$ cat config.mk
export PLATFORM = sky130hd
export DESIGN_NAME = cas_player_flat
export DESIGN_NICKNAME = d
export VERILOG_FILES = /design/src/rtl/cas_pkg.sv /design/src/rtl/cas_if.sv /design/src/rtl/cas_half_timer.sv /design/src/rtl/cas_player.sv /design/src/flat_wrapper.sv
export SDC_FILE = /design/constraint.sdc
export NUM_CORES = 1
export LEC_CHECK = 0
export ABC_AREA = 1
export CAP_MARGIN = 10
export CORE_MARGIN = 8
export CORE_UTILIZATION = 45
export CTS_CLUSTER_SIZE = 24
export DETAILED_ROUTE_END_ITERATION = 6
export HOLD_SLACK_MARGIN = 0.02
export PLACE_DENSITY = 0.73
export SYNTH_ARGS = -nofsm -noshare
export SYNTH_HDL_FRONTEND = slang
export SYNTH_SLANG_ARGS = --single-unit
export TNS_END_PERCENT = 50
$ cat constraint.sdc
create_clock -name clk -period 5.3 [get_ports clk]
set_input_delay 1.325 -clock clk [delete_from_list [all_inputs] [get_ports clk]]
set_output_delay 1.325 -clock clk [all_outputs]
set_load 0.005 [all_outputs]
$ cat src/rtl/cas_pkg.sv
// Shared types and constants for the cassette playback generator.
// State enum, default half-periods and the bit-to-reload helper.
package cas_pkg;

  typedef enum logic [1:0] {
    IDLE = 2'd0,
    HI   = 2'd1,
    LO   = 2'd2
  } cas_state_t;

  // Half-periods for a 57.272 MHz clock.
  localparam int unsigned HALF_0_DEF = 23863;
  localparam int unsigned HALF_1_DEF = 11932;
  localparam int unsigned CNT_W_DEF  = 16;

  function automatic int unsigned half_period(
    input logic        b,
    input int unsigned h0,
    input int unsigned h1
  );
    return b ? h1 : h0;
  endfunction

endpackage

$ cat src/rtl/cas_if.sv
// Byte-stream handshake into the cassette player.
// master: byte source; slave: cas_player.
interface cas_if;
  logic [7:0] byte_data;
  logic       byte_valid;
  logic       byte_ready;

  modport master (
    output byte_data,
    output byte_valid,
    input  byte_ready
  );

  modport slave (
    input  byte_data,
    input  byte_valid,
    output byte_ready
  );
endinterface

$ cat src/rtl/cas_half_timer.sv
// Loadable half-period down-counter with enable.
// Ports: clk, reset, load/load_val, en; done strobes while count==1.
module cas_half_timer #(
  parameter int unsigned CNT_W = 16
) (
  input  logic             clk,
  input  logic             reset,
  input  logic             load,
  input  logic [CNT_W-1:0] load_val,
  input  logic             en,
  output logic             done
);

  logic [CNT_W-1:0] count;

  always_ff @(posedge clk) begin
    if (reset) begin
      count <= '0;
    end else if (load) begin
      count <= load_val;
    end else if (en && count != '0) begin
      count <= count - 1'b1;
    end
  end

  assign done = (count == CNT_W'(1));

endmodule

$ cat src/rtl/cas_player.sv
// Cassette FSK playback: bytes in, LSB-first 1200/2400 Hz square wave out.
// Ports: clk, reset, motor, bus (byte handshake), casdout, busy, underrun, bytes_sent.
module cas_player
  import cas_pkg::*;
#(
  parameter int unsigned HALF_0 = HALF_0_DEF,
  parameter int unsigned HALF_1 = HALF_1_DEF,
  parameter int unsigned CNT_W  = CNT_W_DEF
) (
  input  logic        clk,
  input  logic        reset,
  input  logic        motor,
  cas_if.slave        bus,
  output logic        casdout,
  output logic        busy,
  output logic        underrun,
  output logic [15:0] bytes_sent
);

  cas_state_t state, state_n;

  logic [7:0]  hold;
  logic        hold_full;
  logic [7:0]  shr;
  logic [2:0]  idx;
  logic [15:0] sent_q;
  logic        underrun_q;

  logic             xfer;
  logic             ld_byte;
  logic             shift;
  logic             byte_done;
  logic             t_load;
  logic [CNT_W-1:0] t_val;
  logic             t_done;

  assign bus.byte_ready = ~hold_full;
  assign xfer = bus.byte_valid & ~hold_full;

  cas_half_timer #(
    .CNT_W (CNT_W)
  ) u_timer (
    .clk      (clk),
    .reset    (reset),
    .load     (t_load),
    .load_val (t_val),
    .en       (motor),
    .done     (t_done)
  );

  always_comb begin
    state_n   = state;
    ld_byte   = 1'b0;
    shift     = 1'b0;
    byte_done = 1'b0;
    t_load    = 1'b0;
    t_val     = '0;
    unique case (state)
      IDLE: begin
        if (motor && hold_full) begin
          ld_byte = 1'b1;
          t_load  = 1'b1;
          t_val   = CNT_W'(half_period(hold[0], HALF_0, HALF_1));
          state_n = HI;
        end
      end
      HI: begin
        if (motor && t_done) begin
          t_load  = 1'b1;
          t_val   = CNT_W'(half_period(shr[0], HALF_0, HALF_1));
          state_n = LO;
        end
      end
      LO: begin
        if (motor && t_done) begin
          if (idx != 3'd7) begin
            shift   = 1'b1;
            t_load  = 1'b1;
            t_val   = CNT_W'(half_period(shr[1], HALF_0, HALF_1));
            state_n = HI;
          end else begin
            byte_done = 1'b1;
            // Chain straight into the held byte so there is no gap.
            if (hold_full) begin
              ld_byte = 1'b1;
              t_load  = 1'b1;
              t_val   = CNT_W'(half_period(hold[0], HALF_0, HALF_1));
              state_n = HI;
            end else begin
              state_n = IDLE;
            end
          end
        end
      end
      default: state_n = IDLE;
    endcase
  end

  always_ff @(posedge clk) begin
    if (reset) begin
      state      <= IDLE;
      hold       <= '0;
      hold_full  <= 1'b0;
      shr        <= '0;
      idx        <= '0;
      sent_q     <= '0;
      underrun_q <= 1'b0;
    end else begin
      state      <= state_n;
      underrun_q <= byte_done & ~ld_byte;
      if (byte_done) sent_q <= sent_q + 16'd1;
      if (xfer) hold <= bus.byte_data;
      hold_full <= (hold_full & ~ld_byte) | xfer;
      if (ld_byte) begin
        shr <= hold;
        idx <= '0;
      end else if (shift) begin
        shr <= shr >> 1;
        idx <= idx + 3'd1;
      end
    end
  end

  // Level is gated by the relay so a stopped tape reads low.
  assign casdout    = (state == HI) & motor;
  assign busy       = (state == HI) | (state == LO);
  assign underrun   = underrun_q;
  assign bytes_sent = sent_q;

endmodule

$ cat src/flat_wrapper.sv
// flat-port wrapper written by rule: the top's interface ports become plain ports
module cas_player_flat import cas_pkg::*;
#(
  parameter int unsigned HALF_0 = HALF_0_DEF,
  parameter int unsigned HALF_1 = HALF_1_DEF,
  parameter int unsigned CNT_W  = CNT_W_DEF
)
  (clk, reset, motor, casdout, busy, underrun, bytes_sent, bus_byte_data, bus_byte_valid, bus_byte_ready);
  cas_if bus_i ();
  input  logic clk;
  input  logic reset;
  input  logic motor;
  output logic casdout;
  output logic busy;
  output logic underrun;
  output logic [15:0] bytes_sent;
  input wire logic [$bits(bus_i.byte_data)-1:0] bus_byte_data;
  input wire logic [$bits(bus_i.byte_valid)-1:0] bus_byte_valid;
  output wire logic [$bits(bus_i.byte_ready)-1:0] bus_byte_ready;
  assign bus_i.byte_data = bus_byte_data;
  assign bus_i.byte_valid = bus_byte_valid;
  assign bus_byte_ready = bus_i.byte_ready;
  cas_player #(.HALF_0(HALF_0), .HALF_1(HALF_1), .CNT_W(CNT_W)) u_core (.clk(clk), .reset(reset), .motor(motor), .bus(bus_i), .casdout(casdout), .busy(busy), .underrun(underrun), .bytes_sent(bytes_sent));
endmodule
; Word-level counts from Yosys, hierarchy flattened
; Cells that the tools add are included.
[word_totals]
ram_bits = 0
latch_bits = 0
word_cells = 69
mem_bits_ro = 0
in_bits = 12
n_memories = 0
out_inout_bits = 20
reg_bits = 55
[classes]
order_cmp = 0
reduce_logical = 9
n_div = 0
multipliers = 0
n_addsub = 3
bitwise = 8
n_eq_ne = 7
muxes = 34
shifts = 0
[op_table]
columns = operator, count
row1 = $mux W16, 7
row2 = $pmux W16 S3, 1
row3 = $mux W15, 3
row4 = $add A16 B1 Y16 const B, 1
row5 = $eq A16 B1 Y1 const B, 1
row6 = $mux W8, 2
row7 = $reduce_bool A16 Y1, 1
row8 = $sub A16 B1 Y16 const B, 1
row9 = $mux W1, 14
row10 = $mux W2, 4
row11 = $ne A2 B1 Y1 const B, 3
row12 = $pmux W2 S3, 1
row13 = $and A1 B1 Y1, 4
row14 = $reduce_bool A2 Y1, 2
row15 = $add A3 B1 Y3 const B, 1
row16 = $logic_and A1 B1 Y1, 3
row17 = $ne A3 B3 Y1 const B, 1
row18 = $pmux W1 S3, 1
row19 = $reduce_and A3 Y1, 1
row20 = $eq A2 B1 Y1 const B, 1
row21 = $eq A2 B2 Y1 const B, 1
row22 = $logic_not A2 Y1, 1
row23 = $not A1 Y1, 2
row24 = $or A1 B1 Y1, 2
row25 = other kinds (2), 2

; Depth between registers and ports, before layout
[logic_depth]
word_depth = 7
mapped_depth = 15
ltp_nobuf = 14

; By module
; Synthesis repeated with hierarchy kept, for this count alone.
[unflattened]
cells_unflattened = 490
area_unflattened_um2 = 3194.3
[by_module_without_submodules]
columns = mod, n_inst, cells_each, area_each_um2
row1 = cas_player, 1, 277, 1926.8
row2 = cas_half_timer, 1, 213, 1267.5

; Worst setup path before layout
; OpenSTA, ideal clock, no wires.
[synth_path]
path_kind = input to output
start = in motor
end = out casdout
arrival_time_ps = 1418
setup_slack_ps = 2557
path_stages = 2
cell_sequence = nand2_1 -> inv_1
[synth_via]
elab_chain_len = 1
[synth_lines]
columns = element, line_no
row1 = from (decl), flat_wrapper.sv:12  ; input logic motor;
row2 = $and A1 B1 Y1, cas_player.sv:125  ; assign casdout = (state == HI) & motor;
row3 = to (decl), flat_wrapper.sv:13  ; output logic casdout;
; Every way passes these cells.

; Final worst setup path
; Ends and elaborated chain as after synthesis.

==> metrics <==
worst vdd ir=218 µV; vias per inst=4.88; critical setup path kind=input port to output port; Pwr per Cell Area=388 nW/µm²; TNS Setup=0 ps; Mapped Area=3170 µm²; post-synth top area cell=dfxtp_1; Reg clk slew, reported paths=100 ps; top_reg_cell synth=dfxtp_1; worst endpoint required time=3970 ps; final instance area=3650 µm²; area of the die=10000 µm²; startpoint types=input port; Slew Limit Headroom=roughly two fifths; Post-synth EDFFs=0; Worst Skew=14.1 ps; Starting DRT DRC Count=179; share of cells above drive strength 1=4.48%; Max-Cap Viols=0; HP Class=flop to flop; synth top area cells=dfxtp_1, nand2_1, inv_1, nor2_1, a21oi_1; final-stage net count=534; Placed Instance Area=3540 µm²; row cnt=30; post-synth net total=509; largest net degree at the start of global routing=30; WL final=7130 µm; status=completed; Final Setup Violations=0; GP Congestion=between 0.8 and 0.9; Hold WS=464 ps; Leak=about 1.6 nW; Syn Inst Count=about 500; Slew @ Worst Pin=877 ps; Setup WS post-layout=~1500 ps; TritonCTS buffer count=5; CTS tree=built; Async S/R FF share, synth=0%; initial antenna violation count=0; drc violations=0; Avg Inst Size Synth=6.52 µm²; vias in the first global route=~2800; post-layout min period=3790 ps; max-slew violation count=0; top cell type's share of synthesized area=between 30% and 40%; Worst setup EP type=output port; Die Width=100 µm; HPWL Detailed=5140 µm; Hold Fails Final Rpt=0; overall global routing resource usage=14.7%; CTS hold repair buffers=0; CTS root buf=clkbuf_8; RSZ-0062 raised after global routing=false; first-pass GRT wire length=12400 µm; period utilisation layout=about 71%; via count=2974; synthesized flop and latch total=55; Avg WL per Cell=11.7 µm; DP Worst Slack=roughly 1500 ps; Setup Buffers After CTS=0; n_diodes=0; Port Buffers=31; sequential element share of the synthesized area=34.7%; critical path peak fanout=4; antenna-violating nets left=0; post_cts resized=0; Congestion Overflow GR=0; area added between synthesis and finish=14.9%; Initial Util=46.7%; fmax=264 MHz; CTS max path bufs=2; # IOs=32; Filler Cell Count=674; Die Span Y=between 90 and 100 µm; Synth cell types=29; DR pass1 iterations=4; core box area=6790 µm²; YS warnings=0; CTS Sinks=55; arrival time of the worst setup path=~2500 ps; # H-tree levels=2; Clk Latency, worst-skew pair=310 ps
[cells in the mapped netlist, types with 5 or more instances]
| master | number |
|---|---|
| dfxtp_1 | 55 |
| o21ai_1 | 9 |
| nor2_1 | 58 |
| xor2_1 | 10 |
| a21oi_1 | 37 |
| inv_1 | 73 |
| nand2_1 | 124 |
| o21ai_0 | 21 |
| nor3_1 | 11 |
| xnor2_1 | 6 |
| nand4_1 | 5 |
| ha_1 | 10 |
| clkbuf_1 | 7 |
| nand3_1 | 30 |
[critical path, stage by stage]
cell             delay [ps]
clkdlybuf4s50_1         530
nand2_1                  70
inv_1                    50
clkdlybuf4s50_1         490
[power breakdown]
| group | switching (mW) | internal, mW | total (mW) | leakage (nW) |
|---|---|---|---|---|
| clock | 0.144 | 0.143 | 0.287 | 0.0558 |
| sequential | 0.0598 | 0.475 | 0.535 | 0.449 |
| combinational | 0.371 | 0.221 | 0.592 | 1.09 |
| total | 0.575 | 0.840 | 1.41 | 1.59 |
[worst paths after layout]
path	endpoint	startpoint	slack [ps]	cells past startpoint
max	casdout	motor	1510	4
max reg2reg	u_core.u_timer.count[3]$_SDFFE_PP0P_	u_core.idx[0]$_SDFFE_PP0P_	2990	11
min reg2reg	u_core.hold[6]$_SDFFE_PP0P_	u_core.hold[6]$_SDFFE_PP0P_	460	2
min	u_core.hold[6]$_SDFFE_PP0P_	u_core.hold[6]$_SDFFE_PP0P_	460	2
[sequential cells by signal (all words and copies together), names as in the netlist]
signal / cells
u_core.shr: 8
u_core.state: 2
u_core.u_timer.count: 16
u_core.bytes_sent: 16
u_core.underrun: 1
u_core.hold: 8
u_core.hold_full: 1
u_core.idx: 3
[routing by layer]
metal | GRT usage [%] | share of wire (%) | up-vias
li1 | - | - | 1575
met4 | 3.49 | 0.62 | 0
met2 | 25.6 | 47 | 82
met1 | 18.0 | 46 | 1312
met3 | 3.04 | 6.6 | 5
met5 | 0 | 0 | -
[stage by stage]
| step | util, % | instances | total power, mW |
|---|---|---|---|
| floorplan | - | 487 | 0.998 |
| global placement | 52.1 | 601 | 1.11 |
| detailed placement | 52.1 | 601 | 1.13 |
| CTS | 53.7 | 609 | 1.42 |
| global route | 53.7 | 609 | 1.53 |
| finish | 53.7 | 609 | 1.41 |
[logic make-up (layout without fill, tap and decap cells)]
family	after synthesis	in the layout	share of synthesized area (%)
AO/OA/AOI/OAI	71	71	11.5
AND/OR/NAND/NOR	248	248	34.5
buffers and inverters	87	113	11.0
flip-flops	55	55	34.7
XOR/XNOR	16	16	4.41
adder cells (fa/ha/maj)	10	10	3.94
[layout make-up]
cell class	instances	area [µm²]	area share, %
Clock inverter	2	38.8	1.06
Multi-Input combinational cell	345	1720	47.3
Timing Repair Buffer	32	318	8.71
Sequential cell	55	1100	30.2
Clock buffer	6	72.6	1.99
Tap cell	96	120	3.29
Inverter	73	274	7.51
[layout by cell type (no fill, tap or decap), types with 4 or more instances in the layout]
master / Yosys / routed
xor2_1: 10 / 10
nand2_2: 4 / 4
nand3_1: 30 / 30
dfxtp_1: 55 / 55
clkdlybuf4s50_1: 0 / 31
clkbuf_8: 0 / 5
nor3_1: 11 / 11
inv_1: 73 / 73
ha_1: 10 / 10
o21ai_0: 21 / 21
xnor2_1: 6 / 6
nand4_1: 5 / 5
o21ai_1: 9 / 9
nand2_1: 124 / 124
nor2_1: 58 / 58
a21oi_1: 37 / 37
nor2_4: 4 / 4
nor2_2: 4 / 4
nand3b_1: 4 / 4
Power figures use the tool's default switching activity.
